==> config.mk <==
export PLATFORM = sky130hd
export DESIGN_NAME = la_zip_decode_router_flat
export DESIGN_NICKNAME = d
export VERILOG_FILES = /design/src/rtl/la_zip_decode_router_if.sv /design/src/rtl/la_zip_decode_router.sv /design/src/flat_wrapper.sv
export SDC_FILE = /design/constraint.sdc
export NUM_CORES = 1
export LEC_CHECK = 0
export CORE_MARGIN = 8
export CORE_UTILIZATION = 45
export CTS_BUF_LIST = sky130_fd_sc_hd__clkbuf_8
export DETAILED_ROUTE_END_ITERATION = 12
export GPL_TIMING_DRIVEN = 0
export PLACE_DENSITY = 0.87
export SLEW_MARGIN = 5
export SYNTH_ARGS = -nofsm -noshare
export SYNTH_HDL_FRONTEND = slang
export SYNTH_SLANG_ARGS = --single-unit
==> constraint.sdc <==
create_clock -name i_clk -period 7.2 [get_ports i_clk]
set_input_delay 1.44 -clock i_clk [delete_from_list [all_inputs] [get_ports i_clk]]
set_output_delay 1.44 -clock i_clk [all_outputs]
set_load 0.02 [all_outputs]
==> src/rtl/la_zip_decode_router_if.sv <==
// Decoder-to-slave routing bus.
//  Upstream (decoder side): i_valid, o_stall, i_decode, i_addr, i_data, o_ack, o_err.
//  Downstream (slave side): o_svalid, i_sstall, o_saddr, o_sdata, i_sack.
//  modport master : the router itself (drives o_*, samples i_*).
//  modport slave  : the environment around the router (decoder + slaves).
interface la_zip_decode_router_if #(
  parameter int NS = 8,
  parameter int AW = 32,
  parameter int DW = 38
);
  logic          i_valid;
  logic          o_stall;
  logic [NS:0]   i_decode;
  logic [AW-1:0] i_addr;
  logic [DW-1:0] i_data;
  logic [NS-1:0] o_svalid;
  logic [NS-1:0] i_sstall;
  logic [AW-1:0] o_saddr;
  logic [DW-1:0] o_sdata;
  logic [NS-1:0] i_sack;
  logic          o_ack;
  logic          o_err;

  modport master (
    input  i_valid, i_decode, i_addr, i_data, i_sstall, i_sack,
    output o_stall, o_svalid, o_saddr, o_sdata, o_ack, o_err
  );

  modport slave (
    output i_valid, i_decode, i_addr, i_data, i_sstall, i_sack,
    input  o_stall, o_svalid, o_saddr, o_sdata, o_ack, o_err
  );
endinterface

==> src/rtl/la_zip_decode_router.sv <==
// Routes one-hot decoded requests to a single selected slave.
//  i_clk   : clock
//  i_reset : asynchronous active-high reset
//  bus     : routing bus (master modport), see la_zip_decode_router_if
// Requests are registered (1 cycle latency). An outstanding counter blocks a
// change of target slave until every in-flight request has been acked.
// A "no slave" decode (top bit) is answered locally with a one-cycle o_err.
module la_zip_decode_router #(
  parameter int NS       = 8,
  parameter int AW       = 32,
  parameter int DW       = 38,
  parameter int LGMAXOUT = 4
) (
  input  logic                   i_clk,
  input  logic                   i_reset,
  la_zip_decode_router_if.master bus
);
  localparam logic [LGMAXOUT-1:0] CNT_MAX = '1;
  localparam logic [LGMAXOUT-1:0] CNT_ONE = LGMAXOUT'(1);

  logic [NS-1:0]       svalid_q, svalid_d;
  logic [AW-1:0]       saddr_q,  saddr_d;
  logic [DW-1:0]       sdata_q,  sdata_d;
  logic [NS:0]         sel_q,    sel_d;
  logic [LGMAXOUT-1:0] count_q,  count_d;
  logic                err_pend_q, err_pend_d;
  logic                ack_q,    ack_d;
  logic                err_q,    err_d;

  logic busy, cur_stall, stall, accept, acc_slv, acc_err, ack_hit;

  always_comb begin
    busy      = |svalid_q;
    cur_stall = |(svalid_q & bus.i_sstall);
    // Target switch only once the pipe to the previous slave has fully drained.
    stall     = (busy && cur_stall) || (count_q == CNT_MAX) || err_pend_q
                || ((count_q != '0) && (bus.i_decode != sel_q));
    accept    = bus.i_valid && !stall && (bus.i_decode != '0);
    acc_slv   = accept && !bus.i_decode[NS];
    acc_err   = accept &&  bus.i_decode[NS];
    // Only acks from the selected slave count, and never below zero.
    ack_hit   = (|(bus.i_sack & sel_q[NS-1:0])) && (count_q != '0);

    svalid_d   = svalid_q;
    saddr_d    = saddr_q;
    sdata_d    = sdata_q;
    sel_d      = sel_q;
    count_d    = count_q;
    err_pend_d = 1'b0;
    ack_d      = ack_hit;
    err_d      = err_pend_q;

    if (acc_slv) begin
      svalid_d = bus.i_decode[NS-1:0];
      saddr_d  = bus.i_addr;
      sdata_d  = bus.i_data;
      sel_d    = bus.i_decode;
    end else if (busy && !cur_stall) begin
      svalid_d = '0;
    end

    if (acc_err) begin
      err_pend_d = 1'b1;
      sel_d      = bus.i_decode;
    end

    case ({acc_slv, ack_hit})
      2'b10:   count_d = count_q + CNT_ONE;
      2'b01:   count_d = count_q - CNT_ONE;
      default: count_d = count_q;
    endcase
  end

  always_ff @(posedge i_clk or posedge i_reset) begin
    if (i_reset) begin
      svalid_q   <= '0;
      saddr_q    <= '0;
      sdata_q    <= '0;
      sel_q      <= '0;
      count_q    <= '0;
      err_pend_q <= 1'b0;
      ack_q      <= 1'b0;
      err_q      <= 1'b0;
    end else begin
      svalid_q   <= svalid_d;
      saddr_q    <= saddr_d;
      sdata_q    <= sdata_d;
      sel_q      <= sel_d;
      count_q    <= count_d;
      err_pend_q <= err_pend_d;
      ack_q      <= ack_d;
      err_q      <= err_d;
    end
  end

  assign bus.o_stall  = stall;
  assign bus.o_svalid = svalid_q;
  assign bus.o_saddr  = saddr_q;
  assign bus.o_sdata  = sdata_q;
  assign bus.o_ack    = ack_q;
  assign bus.o_err    = err_q;
endmodule
==> src/flat_wrapper.sv <==
// flat-port wrapper written by rule: the top's interface ports become plain ports
module la_zip_decode_router_flat 
#(
  parameter int NS       = 8,
  parameter int AW       = 32,
  parameter int DW       = 38,
  parameter int LGMAXOUT = 4
)
  (i_clk, i_reset, bus_i_valid, bus_i_decode, bus_i_addr, bus_i_data, bus_i_sstall, bus_i_sack, bus_o_stall, bus_o_svalid, bus_o_saddr, bus_o_sdata, bus_o_ack, bus_o_err);
  la_zip_decode_router_if #(.NS(NS), .AW(AW), .DW(DW)) bus_i ();
  input  logic i_clk;
  input  logic i_reset;
  input wire logic [$bits(bus_i.i_valid)-1:0] bus_i_valid;
  input wire logic [$bits(bus_i.i_decode)-1:0] bus_i_decode;
  input wire logic [$bits(bus_i.i_addr)-1:0] bus_i_addr;
  input wire logic [$bits(bus_i.i_data)-1:0] bus_i_data;
  input wire logic [$bits(bus_i.i_sstall)-1:0] bus_i_sstall;
  input wire logic [$bits(bus_i.i_sack)-1:0] bus_i_sack;
  output wire logic [$bits(bus_i.o_stall)-1:0] bus_o_stall;
  output wire logic [$bits(bus_i.o_svalid)-1:0] bus_o_svalid;
  output wire logic [$bits(bus_i.o_saddr)-1:0] bus_o_saddr;
  output wire logic [$bits(bus_i.o_sdata)-1:0] bus_o_sdata;
  output wire logic [$bits(bus_i.o_ack)-1:0] bus_o_ack;
  output wire logic [$bits(bus_i.o_err)-1:0] bus_o_err;
  assign bus_i.i_valid = bus_i_valid;
  assign bus_i.i_decode = bus_i_decode;
  assign bus_i.i_addr = bus_i_addr;
  assign bus_i.i_data = bus_i_data;
  assign bus_i.i_sstall = bus_i_sstall;
  assign bus_i.i_sack = bus_i_sack;
  assign bus_o_stall = bus_i.o_stall;
  assign bus_o_svalid = bus_i.o_svalid;
  assign bus_o_saddr = bus_i.o_saddr;
  assign bus_o_sdata = bus_i.o_sdata;
  assign bus_o_ack = bus_i.o_ack;
  assign bus_o_err = bus_i.o_err;
  la_zip_decode_router #(.NS(NS), .AW(AW), .DW(DW), .LGMAXOUT(LGMAXOUT)) u_core (.i_clk(i_clk), .i_reset(i_reset), .bus(bus_i));
endmodule
==> impl_summary.txt, run 1 <==
----------------------------------------------------
[Outcome]
  Outcome ... completed

[Routing]
  Routed len/inst ... 18.5 microns
  DRC errors left ... 0
  Via density per instance ... 5.11
  Routed Wire Length ... 10100 microns
  DRT Pass-1 Iters ... 4
  Violation count after the first detailed-route iteration ... 33
  Antenna Violating Nets Remaining ... 0
  Number of vias in the routed layout ... 2768

[Global routing]
  Tot GR Track Use ... 0.176
  Wire length of the first global-routing pass ... 16200 microns
  Antenna violations before repair ... 0
  Vias in the first global route ... 3179
  Maximum number of pins on one net before global-route repair ... 50
  Final global-route overflow total ... 0

[Timing]
  Setup repair after global routing missed its margin ... no
  Setup clock skew after layout ... 13.9 ps
  Number of pins with negative max-slew slack in the final report ... 0
  Measured slew at the worst slew-check pin ... 813 ps
  Slew HR ... 0.457
  Final setup fails ... 0
  Crit path time final ... 4990 ps
  Post-route clock period utilization ... 0.692
  Setup TNS after final layout ... 0 ps
  Highest clock frequency the design can meet ... 0.201 GHz
  Final hold violation count ... 0

[Logic synthesis]
  Cell taking the most area after synthesis ... dfrtp_1
  Area contributors post-synth ... dfrtp_1 (62%), mux2_1 (21%), mux2_2 (2.7%)
  Mean post-synth cell area ... 15.6 sq um
  Register bit count reported by yosys ... 94
  Number of nets in the synthesized netlist ... 344
  Sequential area share after synthesis ... 0.623
  Warning count from the yosys run ... 0
  Share of the synthesized area in the top cell type ... 0.623
  Post-synthesis instance area ... 3780 sq um
  Count of distinct cell types in the synthesized netlist ... 30
  Synthesized instance count ... 242

[Clock tree]
  Worst skew pair latency ... 350 ps
  # resized after CTS ... 0
  Maximum level of the CTS H-tree ... 3
  Master cell of the clock root buffer ... clkbuf_8
  Number of buffers created by CTS ... 9
  TritonCTS clock tree ... built
  Number of buffers on the longest clock path ... 2
  Hold bufs inserted after CTS ... 0
  Sinks on the clock net ... 94
  Count of buffers added by post-CTS timing repair for setup ... 0
  CTS clock-pin slew for the worst setup and hold paths ... 100 ps

[Final layout]
  Fraction of layout instances using a drive strength above 1 ... 0.0870
  Number of antenna repair diodes ... 0
  Non-filler cells, final ... 542
  Multi-input logic area ... 1370 sq um
  Layout Area Growth over Synthesis ... 57.3%
  Total area of sequential cells ... 2350 sq um
  Filler cells ... 549
  Nets@finish ... 534

[Hold path]
  Class of the worst hold path ... flip-flop to flip-flop

[Job]
  Total of max-cap violations ... 0

[Setup path]
  Nature of the critical path endpoint ... output pin
  Crit Path Class ... input pin to output pin
  Worst-path maximum fanout ... 5
  Worst setup SP type ... input pin
  Worst endpoint data arrival time ... 3550 ps
  Worst path required time ... 5760 ps
  Worst reg-to-reg setup slack ... 3920 ps

[Place]
  Placer Congestion ... 0.780
  Number of port buffers ... 178
  Total placed cells including tap cells ... 526
  Post-DP HPWL ... 8030 microns

[Die]
  Area of the core region ... 8180 sq um
  Initial cell density of the core ... 0.462
  Chip Height ... 108 microns
  Placement row count ... 33
  Number of placed I/O pins ... 179
  Die Outline Area ... 11600 sq um
  Horizontal die dimension ... 108 microns

[Power and ir drop]
  Fraction of power consumed by the clock network ... 0.165
  Post-layout total power ... 2.22 mW
  Leakage ... 2.63 nW
  Combinational share of power ... 0.450
  Power density relative to cell area ... 374 nW/um^2
  Switching share of power ... 0.348
  Int Power ... 1.45 mW
  Peak ir drop on the vdd network ... 0.000204 V
  Portion of total power attributed to sequential cells ... 0.385
  Sw power ... 0.774 mW

----------------------------------------------------
per-stage QoR:
stage / setup WS [ps] / hold slack (ps) / area, sq um / util
after global routing: 2100 / 401 / 5940 / 0.726
final: 2210 / 393 / 5940 / 0.726
after global placement: 1930 / 368 / 5690 / 0.696
after floorplan: 3310 / 355 / 3780 / -
after detailed placement: 2230 / 370 / 5720 / 0.700
after CTS: 2190 / 395 / 5940 / 0.726
synthesized netlist by cell type, drive strengths merged:
cell type,n
a41o,1
ha,3
buf,7
xor2,4
o2111a,2
dfrtp,94
a22oi,8
nand4,2
a21o,1
inv,5
nand3,1
o21a,1
nand3b,1
mux2,78
fa,1
mux2i,1
nor4,4
o21ai,2
o2111ai,2
nor2,2
a41oi,1
a21oi,2
clkbuf,1
nand2,1
a22o,8
xnor2,9
cell type report:
class	instances	area share
sequential	94	0.396
timing repair buffer	179	0.305
multi-input combinational	135	0.230
clock buffer	12	0.0278
tap	105	0.0221
clock inverter	4	0.00906
buffer	8	0.00653
inverter	5	0.00358
sequential cells by signal, indices dropped and copies added (netlist names):
name	cells
u_core.bus.o_saddr	32
u_core.count_q	4
u_core.err_d	1
u_core.sel_q	9
u_core.bus.o_ack	1
u_core.bus.o_sdata	38
u_core.bus.o_err	1
u_core.bus.o_svalid	8
power by group through the flow:
| stage | registers, mW | logic, mW | clock network [mW] |
|---|---|---|---|
| after floorplan | 1.06 | 0.316 | 0 |
| after detailed placement | 0.866 | 1.01 | 0 |
| after CTS | 0.857 | 1.02 | 0.376 |
| after global placement | 0.850 | 0.983 | 0 |
| after global routing | 0.883 | 1.07 | 0.397 |
| final | 0.856 | 1.00 | 0.367 |
worst paths after layout:
check / from / to / depth (start not counted)
worst min-delay path: u_core.err_d / u_core.bus.o_err / 0
worst max register to register: u_core.bus.o_svalid[0] / u_core.count_q[3] / 13
worst min register to register: u_core.err_d / u_core.bus.o_err / 0
worst max-delay path: bus_i_decode[8] / bus_o_stall / 6
min in group asynchronous: i_reset / u_core.bus.o_saddr[29] / 2
max in group asynchronous: i_reset / u_core.bus.o_svalid[2] / 3
cell usage in the layout (no fill, tap or decap):
| cell type | n |
|---|---|
| a21o_1 | 1 |
| a21oi_1 | 2 |
| a22o_1 | 8 |
| a22oi_1 | 8 |
| a41o_1 | 1 |
| a41oi_1 | 1 |
| buf_16 | 1 |
| buf_2 | 7 |
| bufinv_16 | 1 |
| clkbuf_1 | 1 |
| clkbuf_8 | 12 |
| clkdlybuf4s50_1 | 178 |
| clkinv_4 | 1 |
| clkinvlp_4 | 2 |
| dfrtp_1 | 94 |
| fa_1 | 1 |
| ha_1 | 3 |
| inv_1 | 4 |
| inv_4 | 1 |
| mux2_1 | 69 |
| mux2_2 | 9 |
| mux2i_1 | 1 |
| nand2_1 | 1 |
| nand3_1 | 1 |
| nand3b_1 | 1 |
| nand4_1 | 2 |
| nor2_1 | 1 |
| nor2_2 | 1 |
| nor4_1 | 2 |
| nor4_2 | 2 |
| o2111a_1 | 2 |
| o2111ai_1 | 1 |
| o2111ai_2 | 1 |
| o21a_1 | 1 |
| o21ai_0 | 2 |
| xnor2_1 | 9 |
| xor2_1 | 4 |
routing by layer:
layer | GRT usage | part of all wire | up-vias
met1 | 0.201 | 0.40 | 1384
li1 | - | - | 1257
met4 | 0.0545 | 0.011 | 0
met2 | 0.297 | 0.48 | 118
met3 | 0.0653 | 0.10 | 9
met5 | 0 | 0 | -
cell families (layout without fill, tap and decap cells):
kind of cell	count (synthesis)	after routing	share of synthesized area
AO/OA/AOI/OAI	28	28	0.0610
buffers and inverters	13	208	0.0152
multiplexers	79	79	0.235
flip-flops	94	94	0.623
XOR/XNOR	13	13	0.0302
adder cells (fa/ha/maj)	4	4	0.0152
AND/OR/NAND/NOR	11	11	0.0202
critical path, cell delays in order:
cell             delay [ps]
clkdlybuf4s50_1         540
xnor2_1                 160
nand3_1                 130
nor4_2                  520
o21ai_0                 180
clkdlybuf4s50_1         580
No activity file was read; power rests on OpenSTA's default activity.
==> run 2, diff against run 1 <==
Settings changed: CORE_UTILIZATION 45 to 42, PLACE_DENSITY 0.87 to 0.82.
Clock period 7.2 ns to 4.9 ns, I/O delays scaled along.
==> run 2 against run 1 <==
Net effect: setup slack worse by 1300 ps; first-iteration DRC count rose to 2.8 times the previous value; routed wire length up 0.64%; die area up 6.1%; utilization down 4.7 points; sequential power up 46%; via count down 0.98%; combinational power up 47%; largest cell class unchanged; largest power group unchanged.
==> impl_summary.txt, run 2 (synthesis gave the netlist of run 1 again) <==
----------------------------------------------------
[Clock tree]
  Number of buffers created by CTS ... 9
  Maximum level of the CTS H-tree ... 3
  CTS clock-pin slew for the worst setup and hold paths ... 90 ps
  Master cell of the clock root buffer ... clkbuf_8
  Hold bufs inserted after CTS ... 0
  Sinks on the clock net ... 94
  TritonCTS clock tree ... built
  # resized after CTS ... 0
  Worst skew pair latency ... 340 ps
  Number of buffers on the longest clock path ... 2
  Count of buffers added by post-CTS timing repair for setup ... 0

[Routing]
  Via density per instance ... 5.03
  DRT Pass-1 Iters ... 4
  Violation count after the first detailed-route iteration ... 91
  Routed len/inst ... 18.6 microns
  Routed Wire Length ... 10100 microns
  Antenna Violating Nets Remaining ... 0
  Number of vias in the routed layout ... 2741
  DRC errors left ... 0

[Die]
  Chip Height ... 111 microns
  Die Outline Area ... 12300 sq um
  Horizontal die dimension ... 111 microns
  Placement row count ... 34
  Number of placed I/O pins ... 179
  Initial cell density of the core ... 0.433
  Area of the core region ... 8720 sq um

[Setup path]
  Worst path required time ... 3920 ps
  Worst endpoint data arrival time ... 3020 ps
  Worst-path maximum fanout ... 5
  Worst reg-to-reg setup slack ... 1660 ps
  Launch instance of the worst register-to-register path ... u_core.bus.o_svalid[5]
  Crit Path Class ... input pin to output pin
  R2r worst-path depth ... 13
  Worst reg2reg endpoint ... u_core.count_q[3]
  Nature of the critical path endpoint ... output pin
  Worst setup SP type ... input pin

[Final layout]
  Fraction of layout instances using a drive strength above 1 ... 0.0824
  Max FFs per register ... 38
  Leading cell type in the layout, fill and taps excluded ... clkdlybuf4s50_1
  Layout Area Growth over Synthesis ... 56.9%
  Most frequent cells in the layout ... clkdlybuf4s50_1 (178), dfrtp_1 (94), mux2_1 (69), clkbuf_8 (11)
  Nets@finish ... 534
  Number of antenna repair diodes ... 0
  Non-filler cells, final ... 545

[Place]
  Post-placement worst setup slack ... 605 ps
  Placer Congestion ... 0.781
  Total placed cells including tap cells ... 529
  Post-DP HPWL ... 8050 microns
  Number of port buffers ... 178

[Global routing]
  Maximum number of pins on one net before global-route repair ... 55
  Final global-route overflow total ... 0
  Antenna violations before repair ... 0
  Tot GR Track Use ... 0.166
  Vias in the first global route ... 3113
  Wire length of the first global-routing pass ... 16600 microns

[Power and ir drop]
  Peak ir drop on the vdd network ... 0.000311 V
  Sw power ... 1.12 mW
  Fraction of power consumed by the clock network ... 0.160
  Leakage ... 2.63 nW
  Int Power ... 2.11 mW
  Combinational share of power ... 0.453
  Portion of total power attributed to sequential cells ... 0.387
  Switching share of power ... 0.347
  Post-layout total power ... 3.23 mW
  Power density relative to cell area ... 545 nW/um^2

[Job]
  Total of max-cap violations ... 0

[Timing]
  Slew HR ... 0.436
  Final hold violation count ... 0
  Final setup fails ... 0
  Setup clock skew after layout ... 13.5 ps
  Crit path time final ... 4000 ps
  Measured slew at the worst slew-check pin ... 846 ps
  Post-route worst setup slack ... 898 ps
  Setup TNS after final layout ... 0 ps
  Number of pins with negative max-slew slack in the final report ... 0
  Post-route clock period utilization ... 0.817
  Highest clock frequency the design can meet ... 0.250 GHz
  Hold slack final ... 399 ps
  Setup repair after global routing missed its margin ... no

[Hold path]
  Hold path startpoint ... u_core.err_d
  Class of the worst hold path ... flip-flop to flip-flop
  Hold path cells ... 0
  Endpoint, Worst Hold ... u_core.bus.o_err

[Outcome]
  Outcome ... completed

----------------------------------------------------
==> run 2: changes by cell type in the layout (fill, tap and decap cells not counted) <==
| cell | before | now |
|---|---|---|
| inv_1 | 4 | 6 |
| clkbuf_8 | 12 | 11 |
| clkinvlp_4 | 2 | 1 |
| clkinv_2 | 0 | 1 |
| clkinv_4 | 1 | 0 |
==> run 2: cell type report <==
class	instances	area [sq um]
clock buffer	11	151
tap	108	135
sequential	94	2350
multi-input combinational	135	1370
inverter	5	21.3
clock inverter	5	50.0
buffer	8	38.8
timing repair buffer	179	1810
fill	650	2800
==> run 2: worst max-delay path, stage by stage <==
cell	delay, ps
clkdlybuf4s50_1	570
xnor2_1	140
nand3_1	100
nor4_2	510
o21ai_0	140
clkdlybuf4s50_1	570
==> run 2: worst max path at each step <==
stage	start	to	cells after the start
3_5_place_dp	bus_i_decode[4]	u_core.count_q[3]	14
4_1_cts	bus_i_decode[4]	bus_o_stall	6
6_report	bus_i_decode[4]	bus_o_stall	6
2_1_floorplan	i_reset	u_core.bus.o_ack	1
3_3_place_gp	i_reset	u_core.bus.o_saddr[27]	2
5_1_grt	bus_i_sstall[0]	u_core.count_q[3]	14
==> run 2: stage by stage <==
| step | instance area [sq um] | utilization |
|---|---|---|
| floorplan | 3780 | - |
| global placement | 5690 | 0.653 |
| detailed placement | 5720 | 0.656 |
| CTS | 5920 | 0.679 |
| global route | 5920 | 0.679 |
| finish | 5920 | 0.679 |
==> run 2: per-layer routing <==
layer  wire, microns  track usage  vias to the layer above
li1                -            -                     1262
met1            4110        0.192                     1352
met2            5030        0.279                      114
met3             840       0.0639                       13
met4             143       0.0486                        0
met5               0            0                        -
==> run 2: power groups by stage <==
stage	clock, mW	combinational (mW)	sequential (mW)
2_1_floorplan	0	0.465	1.55
3_3_place_gp	0	1.45	1.25
3_5_place_dp	0	1.49	1.27
4_1_cts	0.534	1.49	1.25
5_1_grt	0.566	1.56	1.29
6_report	0.517	1.47	1.25
==> run 3, diff against run 2 <==
Settings changed: CORE_UTILIZATION 42 to 38, PLACE_DENSITY 0.82 to 0.78.
Clock period 4.9 ns to 3.6 ns, I/O delays scaled along.
==> run 3 against run 2 <==
Net effect: total power increased by 38%; clock skew down 3.6 ps; routed wire length down 1.1%; sequential share of layout area down 0.43 points; non-clock buffer count unchanged; clock power rose by 47%; combinational power up 37%; sequential power is 36% higher; cell count increased by 4.4%; register-to-register slack worse by 920 ps; critical endpoint unchanged.
==> impl_summary.txt, run 3 (synthesis gave the netlist of run 1 again) <==
----------------------------------------------------
[Outcome]
  Outcome ... completed

[Power and ir drop]
  Leakage ... 2.65 nW
  Power density relative to cell area ... 747 nW/um^2
  Peak ir drop on the vdd network ... 0.000379 V

[Final layout]
  Fraction of layout instances using a drive strength above 1 ... 0.0894
  Layout Area Growth over Synthesis ... 58.6%
  Max FFs per register ... 38
  Core occupancy in the finished layout ... 0.616
  Non-filler cells, final ... 569
  Number of antenna repair diodes ... 0
  Nets@finish ... 534
  Leading cell type in the layout, fill and taps excluded ... clkdlybuf4s50_1
  Most frequent cells in the layout ... clkdlybuf4s50_1 (178), dfrtp_1 (94), mux2_1 (69), clkbuf_8 (11)

[Setup path]
  CP Buf/Inv Count ... 2
  Crit path max-delay cell type ... clkdlybuf4s50_1
  Worst endpoint data arrival time ... 2720 ps
  Crit Path Class ... input pin to output pin
  Worst setup SP type ... input pin
  Critical path, cell by cell ... clkdlybuf4s50_1, xnor2_1, nand3_1, nor4_4, o21ai_0, clkdlybuf4s50_1
  Worst path required time ... 2880 ps
  Slowest cell delay on critical path ... 580 ps
  Cell class contributing the biggest share of worst-path delay ... buffers and inverters
  Worst-path maximum fanout ... 5
  Worst reg-to-reg setup slack ... 740 ps
  Most common cell on crit path ... clkdlybuf4s50_1
  Nature of the critical path endpoint ... output pin

[Place]
  Number of port buffers ... 178
  Post-DP HPWL ... 7890 microns
  Placer Congestion ... 0.763
  Total placed cells including tap cells ... 554

[Timing]
  Crit path time final ... 3440 ps
  Setup clock skew after layout ... 9.90 ps
  Post-route clock period utilization ... 0.955
  Number of pins with negative max-slew slack in the final report ... 0
  Highest clock frequency the design can meet ... 0.291 GHz
  Final hold violation count ... 0
  Final setup fails ... 0
  Slew HR ... 0.437
  Setup repair after global routing missed its margin ... no
  Measured slew at the worst slew-check pin ... 843 ps
  Setup TNS after final layout ... 0 ps

[Global routing]
  Final global-route overflow total ... 0
  Global-route met2 utilization ... 0.249
  Wire length of the first global-routing pass ... 15700 microns
  Met1 Resource Use GR ... 0.177
  Global Route met3 Usage ... 0.0625
  Vias in the first global route ... 2985
  Maximum number of pins on one net before global-route repair ... 50
  Antenna violations before repair ... 0
  Most Crowded Layer GR ... met2
  Tot GR Track Use ... 0.153

[Clock tree]
  Number of buffers on the longest clock path ... 2
  CTS clock-pin slew for the worst setup and hold paths ... 80 ps
  Worst skew pair latency ... 350 ps
  Master cell of the clock root buffer ... clkbuf_8
  Number of buffers created by CTS ... 9
  TritonCTS clock tree ... built
  Sinks on the clock net ... 94
  Maximum level of the CTS H-tree ... 3

[Die]
  Horizontal die dimension ... 116 microns
  Area of the core region ... 9730 sq um
  Placement row count ... 36
  Number of placed I/O pins ... 179
  Chip Height ... 116 microns
  Initial cell density of the core ... 0.388
  Die Outline Area ... 13400 sq um

[Routing]
  DRT Pass-1 Iters ... 4
  Routed len/inst ... 17.6 microns
  Number of vias in the routed layout ... 2729
  Antenna Violating Nets Remaining ... 0
  DRC errors left ... 0
  Routed Wire Length ... 10000 microns
  Via density per instance ... 4.80
  Violation count after the first detailed-route iteration ... 98

[Hold path]
  Class of the worst hold path ... flip-flop to flip-flop

[Job]
  Total of max-cap violations ... 0

----------------------------------------------------
-- run 3: cell count changes in the layout (fill, tap and decap cells not counted) --
cell / delta
inv_1: -2
buf_4: +1
bufinv_16: +1
clkbuf_1: -1
clkinv_2: +1
clkinvlp_4: -1
nor4_2: -1
nor4_4: +1
o2111a_1: -1
o2111a_2: +1
-- run 3: worst paths after layout --
| path | from | endpoint | depth (start not counted) |
|---|---|---|---|
| worst max-delay path | bus_i_decode[2] | bus_o_stall | 6 |
| worst min-delay path | u_core.err_d | u_core.bus.o_err | 0 |
| worst max register to register | u_core.sel_q[8] | u_core.count_q[3] | 12 |
| worst min register to register | u_core.err_d | u_core.bus.o_err | 0 |
| max in group asynchronous | i_reset | u_core.count_q[2] | 3 |
| min in group asynchronous | i_reset | u_core.bus.o_saddr[30] | 2 |
-- run 3: cell type report --
cell class / instances / area [sq um]
sequential: 94 / 2350
tap: 133 / 166
buffer: 7 / 35.0
timing repair buffer: 180 / 1820
multi-input combinational: 135 / 1380
inverter: 5 / 21.3
fill: 789 / 3740
clock inverter: 4 / 70.1
clock buffer: 11 / 151
-- run 3: what timing repair did --
item                                    CTS  global route
hold buffers                              0             0
buffers inserted                          1             0
resized for setup                         1             1
pin swaps                                 1             0
endpoints found under the setup margin    1             1
-- run 3: routing by layer --
metal / part of all wire / vias to the layer above
li1: - / 1256
met3: 0.11 / 16
met2: 0.47 / 115
met5: 0 / -
met4: 0.016 / 0
met1: 0.41 / 1342
-- run 3: power breakdown --
group	internal [mW]	switching (mW)
registers	1.47	0.236
logic	1.06	0.955
clock network	0.423	0.337
total	2.95	1.53
-- run 3: stage by stage --
stage                     hold WS, ps  power [mW]  instance area [sq um]  worst slack [ps]
final                             400        4.47                   5990               161
after global routing              421        4.76                   5990              5.46
after CTS                         405        4.54                   5990              44.2
after detailed placement          383        3.76                   5750              -421
after global placement            383        3.68                   5720              -929
after floorplan                   355        2.74                   3780               431
